## config.mk

```make
export PLATFORM = sky130hd
export DESIGN_NAME = fifo_stream_reader_flat
export DESIGN_NICKNAME = d
export VERILOG_FILES = /design/src/rtl/fifo_stream_reader_if.sv /design/src/rtl/fifo_stream_reader.sv /design/src/flat_wrapper.sv
export SDC_FILE = /design/constraint.sdc
export NUM_CORES = 1
export LEC_CHECK = 0
export CAP_MARGIN = 30
export CORE_MARGIN = 2
export CORE_UTILIZATION = 34
export CTS_BUF_LIST = sky130_fd_sc_hd__clkbuf_2 sky130_fd_sc_hd__clkbuf_4 sky130_fd_sc_hd__clkbuf_8
export DETAILED_ROUTE_END_ITERATION = 12
export MAX_ROUTING_LAYER = met4
export PLACE_DENSITY = 0.61
export SLEW_MARGIN = 0
export SYNTH_ARGS = -nofsm -noshare
export SYNTH_HDL_FRONTEND = slang
export SYNTH_SLANG_ARGS = --single-unit
```

## constraint.sdc

```tcl
create_clock -name i_clk -period 1.85 [get_ports i_clk]
set_input_delay 0.37 -clock i_clk [delete_from_list [all_inputs] [get_ports i_clk]]
set_output_delay 0.37 -clock i_clk [all_outputs]
set_load 0.01 [all_outputs]
```

## src/rtl/fifo_stream_reader_if.sv

```systemverilog
// FIFO read port plus downstream valid/ready stream for fifo_stream_reader.
// master = the reader, slave = FIFO/sink side.
interface fifo_stream_reader_if #(
  parameter int WIDTH = 8
);
  logic             i_en;
  logic             i_empty;
  logic             o_ren;
  logic [WIDTH-1:0] i_data;
  logic             o_valid;
  logic             i_ready;
  logic [WIDTH-1:0] o_data;
  logic             o_last;

  modport master (
    input  i_en,
    input  i_empty,
    input  i_data,
    input  i_ready,
    output o_ren,
    output o_valid,
    output o_data,
    output o_last
  );

  modport slave (
    output i_en,
    output i_empty,
    output i_data,
    output i_ready,
    input  o_ren,
    input  o_valid,
    input  o_data,
    input  o_last
  );
endinterface

```

## src/rtl/fifo_stream_reader.sv

```systemverilog
// FIFO read-side consumer: 2-entry skid buffer hides the registered read
// latency, delivers 1 word/clk on a valid/ready stream with packet framing.
module fifo_stream_reader #(
  parameter int WIDTH   = 8,
  parameter int PKT_LEN = 4,
  parameter int CNT_W   = 8
) (
  input  logic i_clk,
  input  logic i_rest,
  fifo_stream_reader_if.master bus
);

  localparam logic [CNT_W-1:0] LAST_BEAT =
    CNT_W'(PKT_LEN - 1);

  logic             infl;
  logic [1:0]       occ;
  logic [1:0]       fill;
  logic [WIDTH-1:0] buf0;
  logic [WIDTH-1:0] buf1;
  logic [CNT_W-1:0] cnt;
  logic             valid;
  logic             pop;
  logic             ren;

  assign valid = (occ != 2'd0);
  assign pop   = valid & bus.i_ready;
  assign fill  = occ + {1'b0, infl};

  // Reads in flight count against capacity so the buffer never overflows.
  assign ren = bus.i_en & ~bus.i_empty & ~i_rest &
               ((fill < 2'd2) | pop);

  assign bus.o_ren   = ren;
  assign bus.o_valid = valid;
  assign bus.o_data  = buf0;
  assign bus.o_last  = valid & (cnt == LAST_BEAT);

  always_ff @(posedge i_clk or posedge i_rest) begin
    if (i_rest) begin
      infl <= 1'b0;
      occ  <= 2'd0;
      buf0 <= '0;
      buf1 <= '0;
      cnt  <= '0;
    end else begin
      infl <= ren;
      occ  <= fill - {1'b0, pop};
      if (pop) begin
        buf0 <= buf1;
        if (infl) begin
          if (occ == 2'd1) buf0 <= bus.i_data;
          else             buf1 <= bus.i_data;
        end
      end else if (infl) begin
        if (occ == 2'd0) buf0 <= bus.i_data;
        else             buf1 <= bus.i_data;
      end
      if (pop) begin
        if (cnt == LAST_BEAT) cnt <= '0;
        else                  cnt <= cnt + 1'b1;
      end
    end
  end

endmodule
```

## src/flat_wrapper.sv

```systemverilog
// flat-port wrapper written by rule: the top's interface ports become plain ports
module fifo_stream_reader_flat 
#(
  parameter int WIDTH   = 8,
  parameter int PKT_LEN = 4,
  parameter int CNT_W   = 8
)
  (i_clk, i_rest, bus_i_en, bus_i_empty, bus_i_data, bus_i_ready, bus_o_ren, bus_o_valid, bus_o_data, bus_o_last);
  fifo_stream_reader_if #(.WIDTH(WIDTH)) bus_i ();
  input  logic i_clk;
  input  logic i_rest;
  input wire logic [$bits(bus_i.i_en)-1:0] bus_i_en;
  input wire logic [$bits(bus_i.i_empty)-1:0] bus_i_empty;
  input wire logic [$bits(bus_i.i_data)-1:0] bus_i_data;
  input wire logic [$bits(bus_i.i_ready)-1:0] bus_i_ready;
  output wire logic [$bits(bus_i.o_ren)-1:0] bus_o_ren;
  output wire logic [$bits(bus_i.o_valid)-1:0] bus_o_valid;
  output wire logic [$bits(bus_i.o_data)-1:0] bus_o_data;
  output wire logic [$bits(bus_i.o_last)-1:0] bus_o_last;
  assign bus_i.i_en = bus_i_en;
  assign bus_i.i_empty = bus_i_empty;
  assign bus_i.i_data = bus_i_data;
  assign bus_i.i_ready = bus_i_ready;
  assign bus_o_ren = bus_i.o_ren;
  assign bus_o_valid = bus_i.o_valid;
  assign bus_o_data = bus_i.o_data;
  assign bus_o_last = bus_i.o_last;
  fifo_stream_reader #(.WIDTH(WIDTH), .PKT_LEN(PKT_LEN), .CNT_W(CNT_W)) u_core (.i_clk(i_clk), .i_rest(i_rest), .bus(bus_i));
endmodule
```

==> metrics.yaml, run 1 <==
postRouteAntennaNets: 0
netlist-cell-type-count: 29
crit_start: "u_core.cnt[1]"
hold_buffers: 0
grt_antenna_before_repair: 0
floorplan.initialDensity_pct: 35.2
cp.depth: 5
htree_levels: 1
dieWidth_um: 65.3
power.density_mw_per_mm2: 1400
cpPeakStageDelay_ns: 0.47
dpl_cell_area_mm2: 0.00170
path_max_fanout: 4
cts.sinks: 27
synthTopCellsByCount: "dfrtp_1, a221o_1, mux2_2, nor3b_1"
initialDrtViolationCount: 34
min_period_ns: 2.14
ys_seq_elements: 27
vias_per_cell: 4.68
synthToLayoutAreaGrowth_pct: 39.7
regArea_um2: 676
core_mm2: 0.00363
cp_data_required_time_ns: 1.48
r2r_start: "u_core.occ[0]"
first_pass_iters: 4
dpl.hpwl_um: 1860
via_count: 917
synthCells: 99
final_nets: 165
num_antenna_cells: 0
critical_path_class: "reg -> out"
die_h_um: 65.3
use_met1_pct: 15.4
cap_violations: 0
drc: 0
slew_headroom_pct: 63.5
synthArstFlopShare_pct: 100
violations: "setup timing"
status: "finished with violations"
finalClockSkew_ns: 0.00878
total_power_mw: 2.50
fillers: 362
clk_latency_ns: 0.27
tritoncts: "yes"
use_met3_pct: 3.08
synth.cell_area_mm2: 0.00128
yosysMostFrequentCell: "dfrtp_1"
place.gp.congestion: 0.813
fp-row-count: 22
yosysTopAreaCell: "dfrtp_1"
ff2ff_path_depth: 4
synthTopCellsByArea: "dfrtp_1, mux2_2, a221o_1"
postLayoutCoreUtil_pct: 49.2
die-area_mm2: 0.00427
grt_pass1_vias: 975
grt_pass1_wl_um: 4320
syn_avg_cell_area_um2: 12.9
report.final.slew_viol_count: 0
path_cells: "ha_2 -> or4b_4 -> nor4_4 -> and2_1 -> buf_2"
hp-class: "in -> async"
cts_made_buffers: 3
setup_viol: 2
wl_per_cell_um: 12.7
drt-total-wl_um: 2490
design_area_mm2: 0.00179
seq_area_frac_synth_pct: 52.8
layout_setup_ws_ns: -0.291
ys_warn_count: 0
top_usage_layer: "met2"
final_cell_count_no_fill: 196
use_met2_pct: 24.5
track_usage_pct: 13.3
crit_path_start_kind: "flip-flop"
hold_viol_final: 0
r2r-end: "u_core.bus.o_data[1]"
cp_slowest_cell: "or4b_4"
fmax_mhz: 467
ir_drop_mv: 0.648
grt_max_degree: 28
io_buffers: 23
ys.flop_type: "dfrtp_1"
clk_path_buf_depth: 2
worst_slew_pin_slew_ns: 0.545
period_share_pct: 116
path_clk_slew_ns: 0.10
power_leakage_nw: 0.786
synth_top_area_share_pct: 52.8
fin_tns_setup_ns: -0.338
cp_num_buf_inv: 1
placed_cells: 188
syn-num-nets: 115
drive_above_1_share_pct: 35.8
cp_top_family: "simple AND/OR/NAND/NOR gates"
rsz0062_at_grt: "yes"
r2r_setup_slack_ns: 0.35
io_pins: 24
crit_end: "bus_o_last"
root_buffer: "clkbuf_8"
grt_remaining_overflow: 0
multi_input_area_um2: 583
cp.arrival_ns: 1.77
synth_edf_count: 0
endpoint_kind: "output pin"
-- metrics by stage --
step / setup slack [ns] / hold slack, ns
CTS: -0.448 / 0.513
global route: -0.383 / 0.534
finish: -0.291 / 0.511
detailed placement: -0.569 / 0.489
global placement: -0.492 / 0.482
floorplan: 0.0724 / 0.423
-- worst reg2reg max path, delay by kind of cell, from the launching register on --
family / cells / cell delay [ns]
AOI/OAI and AO/OA: 1 / 0.24
buffers and inverters: 1 / 0.16
and+or+nand+nor: 2 / 0.64
DFF: 1 / 0.39
-- flip-flops by register name, summed over array words and instances (netlist names) --
signal,flops
u_core.occ,2
u_core.infl,1
u_core.cnt,8
u_core.buf1,8
u_core.bus.o_data,8
-- cell type report --
type	instances	share of cell area (%)
well taps	48	3.36
flip-flops and latches	27	37.8
inverters	5	1.05
multi-input cells	65	32.6
repair buffers	47	22.4
clock inverters	1	0.420
clock buffers	3	2.31
-- metal layers --
metal  part of all wire (%)  up-vias
li1                       -      460
met1                     42      442
met2                     55       15
met3                    3.3        0
met4                      0        0
met5                      0        -
-- kinds of logic after synthesis --
family,share of synthesized area [%]
and+or+nand+nor,18.2
AOI/OAI and AO/OA,11.0
adders and majority gates,2.94
DFF,52.8
xor gates and xnor gates,4.79
buffers and inverters,3.23
muxes,7.05
-- placed cells by master (no fill, tap or decap), types with 2 or more instances in the layout --
cell type | Yosys | final
nand4_1 | 3 | 3
o21ai_4 | 2 | 2
xnor2_1 | 4 | 3
xor2_1 | 3 | 3
a221o_1 | 8 | 8
ha_2 | 0 | 2
dfrtp_1 | 27 | 27
nor3_1 | 2 | 2
nor3b_2 | 2 | 2
buf_2 | 0 | 2
buf_4 | 0 | 24
nor3b_1 | 8 | 8
clkbuf_8 | 0 | 3
nand2_1 | 4 | 4
o21ai_0 | 4 | 4
mux2_2 | 8 | 8
clkdlybuf4s50_1 | 0 | 20
inv_1 | 4 | 4
-- where the power goes --
group	switching (mW)	leakage, nW	internal [mW]
clock network	0.183	0.0217	0.153
logic	0.474	0.426	0.708
registers	0.146	0.338	0.836
total	0.803	0.786	1.70
-- how the worst min path moves through the flow --
stage	from	end	slack, ns	cells past startpoint
final	i_rest	u_core.occ[1]	0.51	3
after global placement	u_core.buf1[5]	u_core.bus.o_data[5]	0.48	1
after CTS	i_rest	u_core.occ[1]	0.51	3
after detailed placement	u_core.buf1[2]	u_core.bus.o_data[2]	0.49	1
after global routing	u_core.buf1[0]	u_core.buf1[0]	0.53	1
after floorplan	i_rest	u_core.buf1[0]	0.42	1
-- timing repair --
item                                    in CTS  in global routing
endpoints found under the setup margin       3                  3
pin swaps                                    6                  4
gates resized for setup                     13                  2
setup buffers                                3                  1
Power figures use the tool's default switching activity.
==> run 2: changes to the inputs <==
- SLEW_MARGIN: 0 -> 20
==> results of run 2 <==
The final DEF is identical to that of run 1; final timing and power are the same.
